## src/rtl/cache_pkg.sv

```systemverilog
// Shared cache types and line-layout constants.
// Used by the refill controller and the cache array.
package cache_pkg;

    localparam int WORD_SIZE      = 32;
    localparam int INDEX_BITS     = 5;
    localparam int BLOCK_OFFSET   = 6;
    localparam int TAG_BITS       = 32 - INDEX_BITS - BLOCK_OFFSET;
    localparam int WORDS_PER_LINE = 2 ** (BLOCK_OFFSET - 2);
    localparam int CNT_BITS       = BLOCK_OFFSET - 2;
    localparam int LINE_LENGTH    = TAG_BITS + WORDS_PER_LINE * WORD_SIZE + 1;

    typedef enum logic [1:0] {
        IDLE,
        FETCH,
        WRITE,
        SETTLE
    } state_t;

    function automatic int word_lsb(input int k);
        return k * WORD_SIZE + 1;
    endfunction

endpackage

```

## src/rtl/cache_refill_ctrl_line_assembler.sv

```systemverilog
// Word buffer for a refill: collects returned words into a packed line
// {tag, word[15..0], valid}; the packed register is the line output.
module line_assembler
    import cache_pkg::*;
(
    input  logic                   clk,
    input  logic                   rst,
    input  logic                   clear,
    input  logic                   wr_en,
    input  logic [CNT_BITS-1:0]    wr_idx,
    input  logic [WORD_SIZE-1:0]   wr_data,
    input  logic                   last,
    input  logic [TAG_BITS-1:0]    tag_in,
    output logic [LINE_LENGTH-1:0] line
);

    always_ff @(posedge clk or posedge rst) begin
        if (rst) begin
            line <= '0;
        end else if (clear) begin
            line <= '0;
            line[LINE_LENGTH-1 -: TAG_BITS] <= tag_in;
        end else if (wr_en) begin
            line[word_lsb(int'(wr_idx)) +: WORD_SIZE] <= wr_data;
            // valid goes up only once the final word is in place
            if (last) begin
                line[0] <= 1'b1;
            end
        end
    end

endmodule

```

## src/rtl/cache_refill_ctrl.sv

```systemverilog
// Cache miss refill: fetches one line word by word over a req/ack port,
// writes the assembled line once, then holds busy one settle cycle.
module cache_refill_ctrl
    import cache_pkg::*;
(
    input  logic                   clk,
    input  logic                   rst,
    input  logic                   miss,
    input  logic [31:0]            miss_addr,
    output logic                   busy,
    output logic                   mem_req,
    output logic [31:0]            mem_addr,
    input  logic                   mem_ack,
    input  logic [WORD_SIZE-1:0]   mem_rdata,
    output logic [31:0]            line_addr,
    output logic [LINE_LENGTH-1:0] new_cache_line,
    output logic                   full_line_wr
);

    localparam logic [CNT_BITS-1:0] CNT_LAST = CNT_BITS'(WORDS_PER_LINE - 1);

    state_t              state, state_n;
    logic [CNT_BITS-1:0] cnt, cnt_n;
    logic                busy_n;
    logic                mem_req_n;
    logic [31:0]         mem_addr_n;
    logic [31:0]         line_addr_n;
    logic                full_line_wr_n;
    logic                clear;
    logic                wr_en;
    logic                last;

    assign last = (cnt == CNT_LAST);

    always_ff @(posedge clk or posedge rst) begin
        if (rst) begin
            state        <= IDLE;
            cnt          <= '0;
            busy         <= 1'b0;
            mem_req      <= 1'b0;
            mem_addr     <= '0;
            line_addr    <= '0;
            full_line_wr <= 1'b0;
        end else begin
            state        <= state_n;
            cnt          <= cnt_n;
            busy         <= busy_n;
            mem_req      <= mem_req_n;
            mem_addr     <= mem_addr_n;
            line_addr    <= line_addr_n;
            full_line_wr <= full_line_wr_n;
        end
    end

    always_comb begin
        state_n        = state;
        cnt_n          = cnt;
        busy_n         = busy;
        mem_req_n      = mem_req;
        mem_addr_n     = mem_addr;
        line_addr_n    = line_addr;
        full_line_wr_n = 1'b0;
        clear          = 1'b0;
        wr_en          = 1'b0;
        unique case (state)
            IDLE: begin
                if (miss) begin
                    line_addr_n = {miss_addr[31:BLOCK_OFFSET], {BLOCK_OFFSET{1'b0}}};
                    cnt_n       = '0;
                    busy_n      = 1'b1;
                    mem_req_n   = 1'b1;
                    mem_addr_n  = line_addr_n;
                    clear       = 1'b1;
                    state_n     = FETCH;
                end
            end
            FETCH: begin
                if (mem_ack) begin
                    wr_en = 1'b1;
                    if (last) begin
                        mem_req_n      = 1'b0;
                        full_line_wr_n = 1'b1;
                        state_n        = WRITE;
                    end else begin
                        // counter field replaces the offset bits, so no carry into the index
                        cnt_n      = cnt + 1'b1;
                        mem_addr_n = {line_addr[31:BLOCK_OFFSET], cnt_n, 2'b00};
                    end
                end
            end
            WRITE: begin
                state_n = SETTLE;
            end
            SETTLE: begin
                busy_n  = 1'b0;
                cnt_n   = '0;
                state_n = IDLE;
            end
        endcase
    end

    line_assembler u_asm (
        .clk     (clk),
        .rst     (rst),
        .clear   (clear),
        .wr_en   (wr_en),
        .wr_idx  (cnt),
        .wr_data (mem_rdata),
        .last    (last),
        .tag_in  (miss_addr[31 -: TAG_BITS]),
        .line    (new_cache_line)
    );

endmodule

```

## config.mk

```make
export PLATFORM = sky130hd
export DESIGN_NAME = cache_refill_ctrl
export DESIGN_NICKNAME = d
export VERILOG_FILES = /design/src/rtl/cache_pkg.sv /design/src/rtl/cache_refill_ctrl_line_assembler.sv /design/src/rtl/cache_refill_ctrl.sv
export SDC_FILE = /design/constraint.sdc
export NUM_CORES = 1
export LEC_CHECK = 0
export CAP_MARGIN = 20
export CORE_AREA = 2 2 264 266
export CTS_CLUSTER_DIAMETER = 200
export DETAILED_ROUTE_END_ITERATION = 7
export DIE_AREA = 0 0 266 268
export SLEW_MARGIN = 20
export SYNTH_ARGS = -nofsm -noshare
export SYNTH_HDL_FRONTEND = slang
export SYNTH_SLANG_ARGS = --single-unit
```

## constraint.sdc

```tcl
create_clock -name clk -period 39.7 [get_ports clk]
set_input_delay 9.925 -clock clk [delete_from_list [all_inputs] [get_ports clk]]
set_output_delay 9.925 -clock clk [all_outputs]
set_load 0.005 [all_outputs]
```

==> results of run 1 <==
## through the flow
| stage | setup slack (ns) | area [sq um] | utilization | hold slack [ns] |
|---|---|---|---|---|
| 2_1_floorplan | 13.01 | 25300 | - | 0.470 |
| 3_3_place_gp | 26.29 | 32200 | 0.472 | 0.465 |
| 3_5_place_dp | 26.11 | 32200 | 0.472 | 0.466 |
| 4_1_cts | 26.77 | 34400 | 0.505 | 0.477 |
| 5_1_grt | 26.90 | 34500 | 0.506 | 0.498 |
| 6_report | 27.08 | 34500 | 0.506 | 0.477 |
## final cells by class
| type | count | area, sq um |
|---|---|---|
| clock inverters | 26 | 249 |
| well taps | 882 | 1100 |
| repair buffers | 707 | 6970 |
| clock buffers | 97 | 1980 |
| multi-input cells | 1358 | 9100 |
| fillers | 5985 | 33700 |
| inverters | 22 | 90.1 |
| diodes | 6 | 15.0 |
| flip-flops and latches | 599 | 15000 |
## power groups by stage
| stage | clock (W) | sequential [W] | combinational [W] |
|---|---|---|---|
| floorplan | 0 | 0.000717 | 0.000261 |
| global placement | 0 | 0.000723 | 0.000474 |
| detailed placement | 0 | 0.000726 | 0.000484 |
| CTS | 0.000644 | 0.000715 | 0.000485 |
| global route | 0.000670 | 0.000722 | 0.000520 |
| finish | 0.000630 | 0.000716 | 0.000484 |
## state kept, by name, indices dropped and copies added, names as in the netlist
name          flops
u_asm.line      534
mem_addr         30
line_addr        26
cnt               4
state             2
busy              1
full_line_wr      1
mem_req           1
## logic make-up (layout without fill, tap and decap cells)
group                      Yosys count  count (layout)  synth area share
other                                1              14          0.000148
muxes                              285             285             0.113
buffers and inverters              248             852            0.0506
adders and majority gates           10              10           0.00495
AOI/OAI and AO/OA                  313             313             0.102
DFF                                599             599             0.593
and+or+nand+nor                    742             742             0.136
## critical path, cell delays in order
cell and delay, ns:
buf_2 0.10, buf_4 0.32, nand2_8 0.46, buf_4 0.84
buf_4 0.87, nand2_1 0.15, mux2i_1 0.21
## worst max path at each step
| stage | endpoint | slack, ns | depth (start not counted) |
|---|---|---|---|
| 2_1_floorplan | busy | 13.01 | 1 |
| 3_3_place_gp | u_asm.line[199] | 26.29 | 7 |
| 3_5_place_dp | u_asm.line[436] | 26.11 | 7 |
| 4_1_cts | u_asm.line[436] | 26.77 | 7 |
| 5_1_grt | u_asm.line[73] | 26.90 | 7 |
| 6_report | u_asm.line[61] | 27.08 | 7 |
## cell usage in the layout, fill, tap and decap left out, drive strengths merged, types with 3 or more instances in the layout
cell           instances
mux2                   3
dfrtp                599
nor3                   4
conb                   8
bufinv                 3
a32o                  77
a31oi                  3
nand3                168
buf                   56
a31o                  64
clkinv                18
and3                  72
nor4                   4
clkinvlp               4
clkbuf                97
nand2                424
o221a                 20
nor2b                  3
ha                    10
o21ai                 91
or3                    3
and2                   3
nand4                 11
o2bb2ai               30
nor3b                 20
o22ai                  6
mux2i                282
inv                   23
diode                  6
a222oi                 6
clkdlybuf4s50        651
nor2                  23
## metal layers
| layer | up-vias | share of wire |
|---|---|---|
| li1 | 8869 | - |
| met1 | 10599 | 0.39 |
| met2 | 806 | 0.49 |
| met3 | 195 | 0.084 |
| met4 | 8 | 0.043 |
| met5 | - | 0.00052 |
==> results.json, run 1 <==
{
  "rsz0062_at_grt": "no",
  "async_flop_share": 1.00,
  "synthTopCellsByArea": "dfrtp_1 (59%), mux2i_1 (11%), nand2_1 (6.3%), nand3_1 (3.3%), a32o_1 (3.1%)",
  "io_buffers": 654,
  "r2r_slack_ns": 36.19,
  "ant_nets": 0,
  "synth_edf_count": 0,
  "post-route-min-period_ns": 12.62,
  "grtUsageTotal": 0.274,
  "p_leak_nw": 16.8,
  "htreeDepth": 3,
  "cts_root_buffer": "clkbuf_16",
  "grt_max_degree": 166,
  "die_x_um": 266,
  "drive_gt1_frac": 0.0993,
  "power_w": 0.00183,
  "hold_viol_final": 0,
  "required_ns": 40.21,
  "drc_errors": 0,
  "cts_hold_buf": 0,
  "wl_per_cell_um": 26.9,
  "layout.nets": 2834,
  "dpl.hpwl_mm": 64.5,
  "critical_path_class": "input port to flop",
  "cts_buffer_depth": 3,
  "status": "finished, final reports clean",
  "clock_latency_ns": 0.60,
  "dieArea_sq_um": 71300,
  "cp-start-kind": "input port",
  "cts_repair_resize_count": 0,
  "reg2regPathDepth": 6,
  "cts_tree": "done",
  "area_growth_pct": 36.6,
  "place_congestion": 0.866,
  "synth_cells": 2198,
  "hold_depth": 2,
  "rows": 96,
  "synthTopCellsByCount": "dfrtp_1 (599), nand2_1 (423), mux2i_1 (282)",
  "synthDistinctLibCells": 55,
  "seq_area_frac_synth": 0.593,
  "top_usage_layer": "met2",
  "num_vias": 20477,
  "fmax_mhz": 79.3,
  "r2r_end": "u_asm.line[397]",
  "internal_power_w": 0.00123,
  "first_global_vias": 20960,
  "swShare": 0.329,
  "min_to": "u_asm.line[522]",
  "worstReg2RegStart": "state[0]",
  "power_switching_w": 0.000602,
  "drv_slew": 0,
  "tns_ns": 0,
  "grt_overflow": 0,
  "met3_usage": 0.0752,
  "place_inst": 3566,
  "first_pass_iters": 6,
  "cts_setup_buffers": 0,
  "vdd_drop_max_mv": 0.0295,
  "clock_skew_ns": 0.0203,
  "tightest_slew_ns": 1.21,
  "finalWirelength_mm": 99.6,
  "worstSetupEndpointType": "flop",
  "synth_most_common_cell": "dfrtp_1",
  "initial_core_util": 0.370,
  "synth_area_leader_cell": "dfrtp_1",
  "cts_buffers": 68,
  "ys_ff_latch": 599,
  "coreArea_sq_um": 68200,
  "io_pins": 669,
  "drt_first_iter_violations": 1751,
  "ys_warn_count": 0,
  "max-slew-margin-rel": 0.192,
  "use_met2": 0.453,
  "power.density_nw_per_um2": 53.0,
  "yosys.area.top_type_share": 0.593,
  "chipHeight_um": 268,
  "combPwrFrac": 0.265,
  "syn_area_per_cell_sq_um": 11.5,
  "min_from": "u_asm.line[522]",
  "hp-class": "flop to flop",
  "setup_violations": 0,
  "setup.worst_path.start": "miss",
  "crit_fanout": 103,
  "finalNonFillerCells": 3697,
  "clockPowerShare": 0.344,
  "antenna_found_initial": 6,
  "syn_area_sq_um": 25300,
  "maxCapViolations": 0,
  "finalCritPeriodShare": 0.318,
  "cts.clk_slew.worst_paths_ns": 0.06,
  "gr-usage-met1": 0.338,
  "grt_pass1_wl_mm": 144,
  "power_frac_seq": 0.391,
  "critPathArrivalTime_ns": 13.13,
  "synth_ff_type": "dfrtp_1",
  "cts.sinks": 599,
  "viasPerCell": 5.54
}
No activity file was read; power rests on OpenSTA's default activity.
==> inputs of run 2 (changes only) <==
- CORE_AREA: 2 2 264 266 -> 2 2 258 260
- DIE_AREA: 0 0 266 268 -> 0 0 260 262
- PLACE_DENSITY: unset -> 0.69
- clock period: 39.7 -> 11.55 ns (I/O delays scaled with it)
==> results.json, run 2 (synthesized netlist as in run 1, its figures left out) <==
{
  "layout.nets": 2830,
  "hp-class": "flop to flop",
  "route.met3.wl_mm": 8.50,
  "first_pass_iters": 5,
  "num_vias": 20653,
  "cts_hold_buf": 0,
  "power_w": 0.00636,
  "p_leak_nw": 16.9,
  "die_x_um": 260,
  "place_inst": 3547,
  "coreArea_sq_um": 65300,
  "drv_slew": 0,
  "largest-register": "u_asm.line",
  "dpl.hpwl_mm": 63.0,
  "cts_root_buffer": "clkbuf_16",
  "post-route-min-period_ns": 5.27,
  "swShare": 0.326,
  "crit_fanout": 152,
  "path_cells": "clkdlybuf4s50_1, clkinvlp_4, buf_12, buf_4, buf_4",
  "status": "finished, final reports clean",
  "maxCapViolations": 0,
  "combPwrFrac": 0.264,
  "initial_core_util": 0.387,
  "clock_skew_ns": 0.0278,
  "cts.clk_slew.worst_paths_ns": 0.06,
  "internal_power_w": 0.00429,
  "layout_setup_ws_ns": 6.28,
  "fillers": 5588,
  "cts_repair_resize_count": 0,
  "power.density_nw_per_um2": 184,
  "ant_nets": 0,
  "required_ns": 12.16,
  "cts_setup_buffers": 0,
  "crit_family": "buffers and inverters",
  "power_switching_w": 0.00207,
  "area_growth_pct": 36.8,
  "clockPowerShare": 0.352,
  "grt_overflow": 0,
  "rows": 94,
  "antenna_found_initial": 11,
  "slowest_stage": "buf_4",
  "layout_common_cells": "clkdlybuf4s50_1 (653), dfrtp_1 (598), nand2_1 (423)",
  "grt_max_degree": 223,
  "io_pins": 669,
  "met2_wirelength_mm": 45.7,
  "setup_violations": 0,
  "worstSetupEndpointType": "async pin",
  "cp-start-kind": "input port",
  "grtUsageTotal": 0.280,
  "rsz0062_at_grt": "no",
  "cts_buffers": 67,
  "tns_ns": 0,
  "vdd_drop_max_mv": 0.117,
  "place_ws_ns": 5.52,
  "critPathArrivalTime_ns": 5.89,
  "first_global_vias": 20774,
  "maxUsedRoutingLayer": "met4",
  "setup.worst_path.start": "rst",
  "final_common_cell": "clkdlybuf4s50_1",
  "chipHeight_um": 262,
  "cts_tree": "done",
  "wl_per_cell_um": 26.7,
  "crit_buf_inv": 5,
  "m1WireLength_mm": 38.6,
  "hold_viol_final": 0,
  "clock_latency_ns": 0.61,
  "drive_gt1_frac": 0.0990,
  "worstReg2RegStart": "state[0]",
  "cts.sinks": 599,
  "viasPerCell": 5.63,
  "critical_path_class": "input port to async pin",
  "drt_first_iter_violations": 1694,
  "drc_errors": 0,
  "crit_path_frequent_cell": "buf_4",
  "dieArea_sq_um": 68100,
  "htreeDepth": 3,
  "grt_pass1_wl_mm": 141,
  "cts_buffer_depth": 3,
  "reg_top3": "u_asm.line x534, mem_addr x30, line_addr x26",
  "largest_register_ff_count": 534,
  "finalWirelength_mm": 98.0,
  "power_frac_seq": 0.383,
  "max_stage_delay_ns": 0.87,
  "min_from": "u_asm.line[523]",
  "fmax_mhz": 190,
  "finalNonFillerCells": 3669,
  "max-slew-margin-rel": 0.158,
  "tightest_slew_ns": 1.26,
  "finalCritPeriodShare": 0.456,
  "place_congestion": 0.863,
  "io_buffers": 654
}
run 2: power groups by stage:
stage	clock (W)	combinational [W]	sequential, W
after floorplan	0	0.000898	0.00247
after detailed placement	0	0.00168	0.00247
final	0.00224	0.00168	0.00244
after CTS	0.00227	0.00169	0.00243
after global routing	0.00236	0.00180	0.00246
after global placement	0	0.00164	0.00246
run 2: worst paths after layout:
path / to / slack, ns / cells after the start
max in group clk: u_asm.line[149] / 6.38 / 4
setup / recovery: u_asm.line[453] / 6.28 / 5
hold / removal: u_asm.line[523] / 0.47 / 2
setup reg to reg: u_asm.line[149] / 8.28 / 5
hold reg to reg: u_asm.line[523] / 0.47 / 2
min in group asynchronous: u_asm.line[400] / 2.89 / 3
run 2: through the flow:
step | utilization | instance area, sq um | hold WS [ns]
final | 0.529 | 34600 | 0.472
after global routing | 0.529 | 34500 | 0.496
after CTS | 0.529 | 34500 | 0.476
after detailed placement | 0.494 | 32200 | 0.461
after global placement | 0.494 | 32200 | 0.463
after floorplan | - | 25300 | 0.470
run 2: per-layer routing:
| metal | vias up | track usage |
|---|---|---|
| met1 | 10581 | 0.356 |
| met5 | - | 0 |
| met4 | 0 | 0.144 |
| met3 | 242 | 0.0783 |
| met2 | 987 | 0.438 |
| li1 | 8843 | - |
run 2: worst register-to-register path: stages, from the launching register on:
cell	delay, ns
dfrtp_1	0.41
inv_1	0.11
ha_1	0.53
a22o_1	0.78
nand4_4	0.81
mux2i_1	0.53
run 2: area by class of cell:
class                   instances  area [sq um]  share of cell area
flip-flops and latches        599         15000               0.434
well taps                     864          1080              0.0313
clock buffers                  88          1930              0.0558
clock inverters                28           370              0.0107
repair buffers                704          6990               0.202
diodes                          6          15.0            0.000434
inverters                      22          86.3             0.00250
multi-input cells            1358          9100               0.263
